==> src/rtl/eth_hdr_tx.sv <==
// Ethernet header transmitter: serialises a 14-byte Ethernet header ahead of the
// payload stream into a single registered AXI-Stream byte output.
module eth_hdr_tx #(
  parameter int TUSER_WIDTH = 1
) (
  input  logic                   clk,
  input  logic                   rst,

  input  logic                   s_eth_hdr_valid,
  output logic                   s_eth_hdr_ready,
  input  logic [47:0]            s_eth_dest_mac,
  input  logic [47:0]            s_eth_src_mac,
  input  logic [15:0]            s_eth_type,

  input  logic [7:0]             s_eth_payload_axis_tdata,
  input  logic                   s_eth_payload_axis_tvalid,
  output logic                   s_eth_payload_axis_tready,
  input  logic                   s_eth_payload_axis_tlast,
  input  logic [TUSER_WIDTH-1:0] s_eth_payload_axis_tuser,

  output logic [7:0]             m_axis_tdata,
  output logic                   m_axis_tvalid,
  input  logic                   m_axis_tready,
  output logic                   m_axis_tlast,
  output logic [TUSER_WIDTH-1:0] m_axis_tuser,

  output logic                   busy
);

  typedef enum logic [1:0] {IDLE, HEADER, PAYLOAD} state_t;

  state_t                  state, state_n;
  logic [3:0]              idx, idx_n;
  logic [111:0]            hdr, hdr_n;
  logic [7:0]              tdata_n;
  logic                    tvalid_n, tlast_n;
  logic [TUSER_WIDTH-1:0]  tuser_n;
  logic                    stage_load;

  assign stage_load                = !m_axis_tvalid || m_axis_tready;
  assign s_eth_hdr_ready           = (state == IDLE) && !rst;
  assign s_eth_payload_axis_tready = (state == PAYLOAD) && stage_load;
  assign busy                      = (state != IDLE);

  // The latched header is a shift register; its top byte is always the next
  // header byte to emit. Byte 0 goes straight into the stage on the handshake
  // when the stage is free so it appears the very next cycle.
  always_comb begin
    state_n  = state;
    idx_n    = idx;
    hdr_n    = hdr;
    tdata_n  = m_axis_tdata;
    tlast_n  = m_axis_tlast;
    tuser_n  = m_axis_tuser;
    tvalid_n = m_axis_tvalid;

    if (stage_load) begin
      tvalid_n = 1'b0;
    end

    case (state)
      IDLE: begin
        if (s_eth_hdr_valid && s_eth_hdr_ready) begin
          state_n = HEADER;
          idx_n   = 4'd0;
          hdr_n   = {s_eth_dest_mac, s_eth_src_mac, s_eth_type};
          if (stage_load) begin
            tdata_n  = s_eth_dest_mac[47:40];
            tlast_n  = 1'b0;
            tuser_n  = '0;
            tvalid_n = 1'b1;
            hdr_n    = {s_eth_dest_mac[39:0], s_eth_src_mac, s_eth_type, 8'h00};
            idx_n    = 4'd1;
          end
        end
      end
      HEADER: begin
        if (stage_load) begin
          tdata_n  = hdr[111:104];
          tlast_n  = 1'b0;
          tuser_n  = '0;
          tvalid_n = 1'b1;
          hdr_n    = {hdr[103:0], 8'h00};
          if (idx == 4'd13) begin
            idx_n   = 4'd0;
            state_n = PAYLOAD;
          end else begin
            idx_n = idx + 4'd1;
          end
        end
      end
      PAYLOAD: begin
        if (s_eth_payload_axis_tvalid && s_eth_payload_axis_tready) begin
          tdata_n  = s_eth_payload_axis_tdata;
          tlast_n  = s_eth_payload_axis_tlast;
          tuser_n  = s_eth_payload_axis_tuser;
          tvalid_n = 1'b1;
          if (s_eth_payload_axis_tlast) begin
            state_n = IDLE;
          end
        end
      end
      default: begin
        state_n = IDLE;
      end
    endcase
  end

  always_ff @(posedge clk) begin
    if (rst) begin
      state         <= IDLE;
      idx           <= 4'd0;
      hdr           <= '0;
      m_axis_tdata  <= 8'h00;
      m_axis_tvalid <= 1'b0;
      m_axis_tlast  <= 1'b0;
      m_axis_tuser  <= '0;
    end else begin
      state         <= state_n;
      idx           <= idx_n;
      hdr           <= hdr_n;
      m_axis_tdata  <= tdata_n;
      m_axis_tvalid <= tvalid_n;
      m_axis_tlast  <= tlast_n;
      m_axis_tuser  <= tuser_n;
    end
  end

endmodule

==> config.mk <==
export PLATFORM = sky130hd
export DESIGN_NAME = eth_hdr_tx
export DESIGN_NICKNAME = d
export VERILOG_FILES = /design/src/rtl/eth_hdr_tx.sv
export SDC_FILE = /design/constraint.sdc
export NUM_CORES = 1
export LEC_CHECK = 0
export CAP_MARGIN = 20
export CORE_MARGIN = 4
export CORE_UTILIZATION = 50
export CTS_CLUSTER_SIZE = 10
export DETAILED_ROUTE_END_ITERATION = 16
export GPL_ROUTABILITY_DRIVEN = 0
export MAX_ROUTING_LAYER = met4
export PLACE_DENSITY = 0.79
export SYNTH_ARGS = -nofsm -noshare
export SYNTH_HDL_FRONTEND = slang
export SYNTH_SLANG_ARGS = --single-unit
==> constraint.sdc <==
create_clock -name clk -period 3.95 [get_ports clk]
set_clock_uncertainty 0.05 [all_clocks]
set_input_delay 0.5925 -clock clk [delete_from_list [all_inputs] [get_ports clk]]
set_output_delay 0.5925 -clock clk [all_outputs]
set_load 0.02 [all_outputs]
==> results list <==
* Combined area of the multi-input logic cells: 0.00370 mm²
* Sequential-to-total area share from yosys stat: 38.8%
- The repair_antennas step left the layout with diodes totalling 0.
- Net count reported at finish: 978
- In this run the clock root is driven by a clkbuf_16.
- The finished cells cover 0.00870 mm².
* Final count of pins violating max slew: 0
- The routed design could run at a clock period as short as 2.90 ns.
- Crit. End Element: primary output
* Mean cell area of the mapped netlist: 8.93 µm²
* Cell-by-cell listing of the critical path: clkdlybuf4s50_1 -> nor2b_1 -> clkdlybuf4s50_1
* Via-to-Cell Ratio: 5.74
* Clock Pin Slew Worst Setup and Hold Paths: 0.06 ns
* Number of buffers added to fix hold violations after cts: 0
- Max_cap viols: 0
* Initial standard-cell utilization of the core: between 50% and 60%
* Setup fix buffers added after clock tree synthesis: 0
- Die Footprint: approximately 0.015 mm²
- Global Route Usage Sum: 23.5%
- Number of top-level design ports: around 140
- FF/Latch Area: 0.00258 mm²
- The via count of the first global-routing pass came to 5502.
* GRT overflow: 0
- Counting every sink on the clock net gives 129.
- The kind of cell with the highest combined delay along the critical path is buffers and inverters.
- Across the VDD grid, the largest voltage drop is 0.484 mV.
* YS warnings: 0
- The floorplan step defined a core boundary enclosing 0.0128 mm².
* Final Hold Fails: 0
- Syn_nets: 880
* Outcome: completed
* Leakage dissipation: 3.73 nW
- Number of placement rows: 41
* Die Span Y: ~120 µm
- Hold/Removal Path Class: reg2reg
- The cell count after synthesis came out at 746.
* Share of layout cells above drive strength 1: 5.60%
- Area overhead of the layout relative to synthesis: 30.5%
- Cell with the biggest individual delay on the critical path: clkdlybuf4s50_1
* Yosys cell types: 40
- The worst pin sits at a relative slew slack of 49.6%.
- The library cell used most frequently in the layout, excluding fill and tap cells, is clkdlybuf4s50_1.
- Count of input and output buffers: 140
- Global-route wire length before repair: 27.8 mm
- Clock tree buffer depth: 2
- Number of remaining DRC errors: 0
- At the end of the flow the core is filled with cells to between 60 and 70%.
* Critical path type: in2out
- Largest net degree at the start of global routing: 105
* Period utilisation layout: approximately three quarters
- Setup TNS Final: 0 ns
- For this block, the initial DRC count from the detailed router was approximately 740.
* Commonest non-fill, non-tap cells in the layout: 140 x clkdlybuf4s50_1, 129 x dfxtp_1, 122 x nand2_1
- Power Density: about 670 mW/mm²
* CTS tree: built
- STA classifies the critical path startpoint as an input port.
* Async SR Flop Fraction: 0%
* Detailed placer's ending HPWL: 11.7 mm
* Antenna-violating nets left: 0
* First-pass iteration count of the detailed router: 5
- The number of antenna violations at the first check in global routing came to 0.
- The synthesized netlist occupies a cell area of 0.00666 mm².
* Number of buffers created by CTS: 17
- Worst path required time: between 3 and 4 ns
- The synthesized design contains between 100 and 150 register bits.
- Final routed wirelength across all metal layers: 17.8 mm
- Die span in x: 123 µm
* RSZ-0062 raised after global routing: false
- H-Tree Depth: 4
- Counting flops with a built-in enable in the synthesized netlist gives 0.
- Leading register cell type out of synthesis: dfxtp_1
* PostCTS Resize Cnt: 0
* Max stage delay on crit path: 0.72 ns
* Placed standard-cell area: 0.00801 mm²
- Worst-Margin Slew: 0.756 ns
- Average wire length per cell after detail routing: between 15 and 20 µm
- Setup violations remaining at the end of the flow were counted as 0.
- Cell repeated most along the worst path: clkdlybuf4s50_1
* Maximum fanout along the worst path: 16
- After filler insertion, the fill cell instance count of the layout stands at 1031.
* Worst Path Buf+Inv: 2
* Arrival time at the worst endpoint: ~2.3 ns
- The detailed router placed ~5900 vias in this run.
- Highest attainable clock frequency: 0.345 GHz
- The later pin in the worst-skew pair is clocked with a latency of 0.41 ns.
## where the power goes
part	internal [mW]	switching, mW
sequential	1.73	0.238
combinational	0.909	1.20
clock	1.19	0.559
total	3.82	2.00
## routing by layer
metal | up-vias | share of wire [%] | global-route usage, %
met1 | 2740 | 48 | 33.2
met4 | 0 | 1.3 | 6.30
li1 | 2942 | - | -
met3 | 22 | 6.2 | 5.35
met5 | - | 0 | -
met2 | 202 | 45 | 34.1
## logic make-up after synthesis
| group | Yosys count | synth area share (%) |
|---|---|---|
| AOI/OAI and AO/OA | 273 | 28.0 |
| adders and majority gates | 7 | 1.31 |
| buffers and inverters | 75 | 5.97 |
| DFF | 129 | 38.8 |
| muxes | 104 | 15.6 |
| and+or+nand+nor | 158 | 10.4 |
## cells in the mapped netlist (3+ instances only)
master | n | area share (%)
nand2_1 | 122 | 6.9
nor2b_1 | 5 | 0.47
buf_1 | 5 | 0.28
ha_1 | 7 | 1.3
nand2b_1 | 5 | 0.47
inv_1 | 5 | 0.28
and3_1 | 3 | 0.28
a22o_1 | 104 | 14
buf_4 | 5 | 0.56
o21ai_0 | 117 | 8.8
buf_6 | 9 | 1.5
clkbuf_1 | 27 | 1.5
dfxtp_1 | 129 | 39
nand3_1 | 11 | 0.83
a22oi_1 | 8 | 0.90
a21oi_1 | 23 | 1.7
buf_2 | 24 | 1.8
mux2i_1 | 104 | 16
o2111ai_1 | 8 | 1.1
## tightest hold or removal path, cell delays in order, from the launching register on
cell and delay [ns]:
dfxtp_1 0.31, nand2_1 0.05, a21oi_1 0.05
## per-stage QoR
step	setup WS (ns)	total power, mW	instances	hold WS [ns]
floorplan	1.88	3.54	746	0.382
global placement	1.06	3.96	996	0.390
detailed placement	0.964	4.03	996	0.396
CTS	1.05	5.80	1028	0.404
global route	0.980	6.16	1029	0.438
finish	1.05	5.82	1029	0.403
## path summary, 6_finish.rpt
| path | from | endpoint | slack [ns] | cells past startpoint |
|---|---|---|---|---|
| worst max-delay path | rst | s_eth_hdr_ready | 1.05 | 3 |
| worst min-delay path | hdr[0] | hdr[0] | 0.40 | 2 |
| worst max register to register | state[1] | hdr[47] | 1.33 | 7 |
| worst min register to register | hdr[0] | hdr[0] | 0.40 | 2 |
## state kept, by name, summed over array words and instances, names as in the netlist
| register | flops |
|---|---|
| hdr | 112 |
| m_axis_tdata | 8 |
| idx | 4 |
| state | 2 |
| m_axis_tlast | 1 |
| m_axis_tuser | 1 |
| m_axis_tvalid | 1 |
## layout make-up
cell class / count / area share [%]
tap: 172 / 2.47
timing repair buffer: 149 / 17.4
clock buffer: 23 / 5.61
multi-input combinational: 542 / 42.6
inverter: 5 / 0.216
clock inverter: 9 / 2.03
sequential: 129 / 29.7
Power figures use the tool's default switching activity.
